[src/rtl/seq_divider.sv]
`default_nettype none
// ============================================================================
// Module   : seq_divider
// Purpose  : Multi-cycle restoring divider, WIDTH bits, one quotient bit per
//            clock. start/busy/done handshake, divide-by-zero flag, results
//            held until the next accepted operation.
// Optional : define SEQ_DIVIDER_SIGNED_EN to add the signed_op input
//            (two's-complement operands, quotient truncated toward zero,
//            remainder takes the sign of the dividend).
// Ports    :
//   clk        in   rising-edge clock
//   reset      in   synchronous active-high reset
//   start      in   request a division (sampled in IDLE or DONE only)
//   dividend   in   WIDTH  numerator, sampled on the accepting edge
//   divisor    in   WIDTH  denominator, sampled on the accepting edge
//   signed_op  in   treat operands as signed (SEQ_DIVIDER_SIGNED_EN only)
//   busy       out  division in progress
//   done       out  one-cycle pulse, results valid
//   quotient   out  WIDTH  result quotient (held)
//   remainder  out  WIDTH  result remainder (held)
//   div_zero   out  last accepted operation had divisor == 0 (held)
// Revision : 1.0  initial release
// ============================================================================
module seq_divider #(
  parameter int WIDTH = 8,
  parameter int CNT_W = $clog2(WIDTH + 1)
) (
  input  logic             clk,
  input  logic             reset,
  input  logic             start,
  input  logic [WIDTH-1:0] dividend,
  input  logic [WIDTH-1:0] divisor,
`ifdef SEQ_DIVIDER_SIGNED_EN
  input  logic             signed_op,
`endif
  output logic             busy,
  output logic             done,
  output logic [WIDTH-1:0] quotient,
  output logic [WIDTH-1:0] remainder,
  output logic             div_zero
);

  typedef enum logic [1:0] {
    S_IDLE = 2'd0,
    S_CALC = 2'd1,
    S_DONE = 2'd2
  } state_t;

  state_t           state;
  state_t           state_nxt;
  logic             accept;
  logic             last_iter;
  logic             div_by_zero;

  logic [CNT_W-1:0] cnt;
  logic [WIDTH-1:0] rem_r;
  logic [WIDTH-1:0] quo_r;
  logic [WIDTH-1:0] dvs_r;

  logic [WIDTH:0]   trial;
  logic             fits;
  logic [WIDTH-1:0] rem_nxt;
  logic [WIDTH-1:0] quo_nxt;
  logic [WIDTH-1:0] a_mag;
  logic [WIDTH-1:0] b_mag;
  logic [WIDTH-1:0] q_fin;
  logic [WIDTH-1:0] r_fin;

  assign div_by_zero = (divisor == '0);
  assign last_iter   = (cnt == CNT_W'(WIDTH - 1));

  // --------------------------------------------------------------------------
  // Control FSM
  // --------------------------------------------------------------------------
  always_ff @(posedge clk) begin
    if (reset) begin
      state <= S_IDLE;
    end else begin
      state <= state_nxt;
    end
  end

  always_comb begin
    state_nxt = state;
    accept    = 1'b0;
    busy      = 1'b0;
    done      = 1'b0;
    case (state)
      S_IDLE: begin
        if (start) begin
          accept    = 1'b1;
          state_nxt = div_by_zero ? S_DONE : S_CALC;
        end
      end
      S_CALC: begin
        busy = 1'b1;
        if (last_iter) begin
          state_nxt = S_DONE;
        end
      end
      S_DONE: begin
        done = 1'b1;
        if (start) begin
          accept    = 1'b1;
          state_nxt = div_by_zero ? S_DONE : S_CALC;
        end else begin
          state_nxt = S_IDLE;
        end
      end
      default: state_nxt = S_IDLE;
    endcase
  end

  // --------------------------------------------------------------------------
  // One restoring step: shift {rem,quo} left, try subtracting the divisor in
  // WIDTH+1 bits; the borrow bit decides whether the subtraction is kept.
  // rem_r < dvs_r always holds, so the shifted remainder never overflows
  // WIDTH bits when the trial fails.
  // --------------------------------------------------------------------------
  always_comb begin
    trial   = {rem_r, quo_r[WIDTH-1]} - {1'b0, dvs_r};
    fits    = ~trial[WIDTH];
    rem_nxt = fits ? trial[WIDTH-1:0] : {rem_r[WIDTH-2:0], quo_r[WIDTH-1]};
    quo_nxt = {quo_r[WIDTH-2:0], fits};
  end

`ifdef SEQ_DIVIDER_SIGNED_EN
  logic a_neg;
  logic b_neg;
  logic neg_q_r;
  logic neg_r_r;

  // Magnitudes are divided unsigned; the most negative value maps to itself,
  // which is its correct unsigned magnitude.
  always_comb begin
    a_neg = signed_op & dividend[WIDTH-1];
    b_neg = signed_op & divisor[WIDTH-1];
    a_mag = a_neg ? (~dividend + 1'b1) : dividend;
    b_mag = b_neg ? (~divisor + 1'b1) : divisor;
    q_fin = neg_q_r ? (~quo_nxt + 1'b1) : quo_nxt;
    r_fin = neg_r_r ? (~rem_nxt + 1'b1) : rem_nxt;
  end

  always_ff @(posedge clk) begin
    if (reset) begin
      neg_q_r <= 1'b0;
      neg_r_r <= 1'b0;
    end else if (accept) begin
      neg_q_r <= a_neg ^ b_neg;
      neg_r_r <= a_neg;
    end
  end
`else
  always_comb begin
    a_mag = dividend;
    b_mag = divisor;
    q_fin = quo_nxt;
    r_fin = rem_nxt;
  end
`endif

  // --------------------------------------------------------------------------
  // Datapath and held results
  // --------------------------------------------------------------------------
  always_ff @(posedge clk) begin
    if (reset) begin
      cnt       <= '0;
      rem_r     <= '0;
      quo_r     <= '0;
      dvs_r     <= '0;
      quotient  <= '0;
      remainder <= '0;
      div_zero  <= 1'b0;
    end else if (accept) begin
      cnt      <= '0;
      rem_r    <= '0;
      quo_r    <= a_mag;
      dvs_r    <= b_mag;
      div_zero <= div_by_zero;
      // Divide by zero completes immediately with the raw dividend.
      if (div_by_zero) begin
        quotient  <= '1;
        remainder <= dividend;
      end
    end else if (state == S_CALC) begin
      cnt   <= cnt + 1'b1;
      rem_r <= rem_nxt;
      quo_r <= quo_nxt;
      if (last_iter) begin
        quotient  <= q_fin;
        remainder <= r_fin;
      end
    end
  end

endmodule
`default_nettype wire

[config.mk]
export PLATFORM = sky130hd
export DESIGN_NAME = seq_divider
export DESIGN_NICKNAME = d
export VERILOG_FILES = /design/src/rtl/seq_divider.sv
export SDC_FILE = /design/constraint.sdc
export NUM_CORES = 1
export LEC_CHECK = 0
export CORE_ASPECT_RATIO = 1.1
export CORE_MARGIN = 3
export CORE_UTILIZATION = 25
export CTS_CLUSTER_DIAMETER = 120
export DETAILED_ROUTE_END_ITERATION = 7
export HOLD_SLACK_MARGIN = 0.03
export PLACE_DENSITY = 0.54
export SLEW_MARGIN = 40
export SYNTH_ARGS = -nofsm -noshare
export SYNTH_HDL_FRONTEND = slang
export SYNTH_SLANG_ARGS = --single-unit
[constraint.sdc]
create_clock -name clk -period 3.45 [get_ports clk]
set_input_delay 0.69 -clock clk [delete_from_list [all_inputs] [get_ports clk]]
set_output_delay 0.69 -clock clk [all_outputs]
set_load 0.03 [all_outputs]
==> results.json <==
{
  "status": "finished clean",
  "vdd_drop_max_mv": 0.152,
  "place_hpwl_um": 4080,
  "synth-seq-cells": 47,
  "rsz0062_at_grt": "no",
  "vias_per_cell": 4.86,
  "yosys.area.top_type_share_pct": 42.0,
  "layout.area.seq_um2": 941,
  "slew_headroom_pct": 62.2,
  "clock.fmax_mhz": 359,
  "grt_usage_pct": 11.4,
  "root_buffer": "clkbuf_8",
  "fin_crit_ns": 2.78,
  "clk_path_buf_depth": 2,
  "crit_fanout": 16,
  "clkTransAtPathRegs_ns": 0.10,
  "ctsHoldBuffers": 0,
  "final_area_um2": 2850,
  "fin_tns_setup_ns": 0,
  "hold_viol": 0,
  "grt_remaining_overflow": 0,
  "layout_commonest_cell": "dfxtp_1",
  "crit_path_end_kind": "flop",
  "critPathMaxStageDelay_ns": 0.66,
  "startpoint_type": "flop",
  "ys_top_cells_by_area": "dfxtp_1, a21oi_1, nand2_1",
  "powerDensity_nw_per_um2": 454,
  "antenna_found_initial": 0,
  "met3_usage_pct": 2.36,
  "die_area_um2": 10100,
  "wl_per_cell_um": 13.9,
  "min_path_type": "reg -> reg",
  "num-fill-cells": 923,
  "drv_slew": 0,
  "drive_gt1_share_pct": 7.72,
  "crit_chain": "inv_1 -> ha_1 -> fa_1 -> inv_1 -> a21o_1 -> a41o_1 -> o41ai_4 -> xor2_4 -> or4_2 -> o311ai_0",
  "vias": 1986,
  "timing.rr.start": "quo_r[7]",
  "startpoint": "quo_r[7]",
  "syn_nets": 290,
  "routed_wl_um": 5680,
  "yosysSeqAreaShare_pct": 42.0,
  "slowest_stage": "or4_2",
  "grt_pass1_wl_um": 9160,
  "drt-initial-drc-count": 134,
  "numCtsBuffers": 5,
  "start_util_pct": 26.3,
  "post_cts_buffers": 0,
  "place.gp.congestion": 0.797,
  "placed_area_um2": 2720,
  "hold_path_startpoint": "dvs_r[4]",
  "synth_cell_types": 36,
  "rows": 35,
  "drv_cap": 0,
  "gr-usage-met2_pct": 17.3,
  "worstSkewPairLatency_ns": 0.31,
  "antenna_cells": 0,
  "syn-instance-count": 261,
  "drcViolationCount": 0,
  "crit_path_frequent_cell": "inv_1",
  "io_pins": 38,
  "p_leak_nw": 1.01,
  "fin_worst_skew_ns": 0.0167,
  "grt_pass1_vias": 1817,
  "critPathRequiredTime_ns": 3.64,
  "ant_nets": 0,
  "use_met1_pct": 16.3,
  "h-tree-depth": 2,
  "power_w": 0.00129,
  "multi_input_area_um2": 1190,
  "path_buf_inv": 2,
  "setup_viol": 0,
  "crit_arrival_ns": 2.98,
  "min_period_over_period_pct": 80.7,
  "grt_max_degree": 34,
  "dr.pass1.iters": 4,
  "fin_util_pct": 33.3,
  "areaGrowthSynthToFinish_pct": 26.9,
  "final_cell_mix": "dfxtp_1, clkdlybuf4s50_1, nand2_1",
  "final_nets": 326,
  "crit_family": "compound AO/OA/AOI/OAI gates",
  "cts_tree": "done",
  "clock_sinks": 47,
  "ys_warn_count": 0,
  "cts_resized": 0,
  "critPathKind": "reg -> reg",
  "core_um2": 8540,
  "tightest_slew_ns": 0.564,
  "synth_top_area_cell": "dfxtp_1",
  "pre_cts_ws_ns": 0.637,
  "postSynthAreaPerCell_um2": 8.59,
  "die_w_um": 96.3,
  "setup_ws_ns": 0.665,
  "die_h_um": 105,
  "grt-busiest-layer": "met2",
  "portBuffers": 37,
  "netlist_area_um2": 2240
}
path summary, 6_finish.rpt:
| check | endpoint | slack (ns) | depth (start not counted) |
|---|---|---|---|
| setup / recovery | rem_r[0] | 0.67 | 10 |
| hold reg to reg | dvs_r[4] | 0.46 | 2 |
| hold / removal | dvs_r[4] | 0.46 | 2 |
| setup reg to reg | rem_r[0] | 0.67 | 10 |
cells in the mapped netlist, drive strengths merged:
cell type	number
nor4	2
mux2i	6
o311ai	1
nand2	31
dfxtp	47
nor2	23
xor2	3
a22oi	15
mux2	2
nand2b	5
inv	11
buf	5
o21ai	10
or3	1
a31o	1
nand4b	1
o21a	1
nand3	4
a31oi	1
a21o	1
a211oi	1
nor3	14
nor2b	6
nand4	4
a41o	1
nand3b	1
a21oi	24
o41ai	1
fa	1
xnor2	7
o22ai	9
or4	2
ha	9
clkbuf	10
worst min-delay path, stage by stage, from the launching register on:
cell and delay (ns):
dfxtp_1 0.31, nand2_1 0.05, a21oi_1 0.05
state kept, by name (all words and copies together) (netlist names):
register   count
remainder      8
quotient       8
cnt            4
dvs_r          8
div_zero       1
rem_r          8
state          2
quo_r          8
logic make-up after synthesis:
| logic type | count (synthesis) | share of synthesized area [%] |
|---|---|---|
| XOR/XNOR | 10 | 4.24 |
| AND/OR/NAND/NOR | 94 | 19.6 |
| AO/OA/AOI/OAI | 66 | 18.9 |
| flip-flops | 47 | 42.0 |
| buffers and inverters | 26 | 5.75 |
| multiplexers | 8 | 3.68 |
| adder cells (fa/ha/maj) | 10 | 5.92 |
power by group:
| part | switching, W | internal (W) |
|---|---|---|
| Clock | 0.000205 | 0.000219 |
| Combinational | 0.000159 | 0.000128 |
| Sequential | 0.0000169 | 0.000563 |
| Total | 0.000382 | 0.000910 |
per-layer routing:
metal | share of wire, % | vias to the layer above
met5 | 0 | -
li1 | - | 996
met3 | 4.4 | 7
met2 | 45 | 46
met1 | 49 | 937
met4 | 1.3 | 0
metrics by stage:
step | hold slack (ns) | instances
6_report | 0.458 | 409
5_1_grt | 0.489 | 409
4_1_cts | 0.461 | 409
3_5_place_dp | 0.448 | 401
3_3_place_gp | 0.447 | 401
2_1_floorplan | 0.436 | 261
final cells by class:
| class | count | share of cell area, % |
|---|---|---|
| Clock inverter | 3 | 1.63 |
| Clock buffer | 5 | 2.42 |
| Multi-Input combinational cell | 188 | 41.7 |
| Tap cell | 111 | 4.88 |
| Timing Repair Buffer | 44 | 14.9 |
| Inverter | 11 | 1.45 |
| Sequential cell | 47 | 33.1 |
Power figures use the tool's default switching activity.
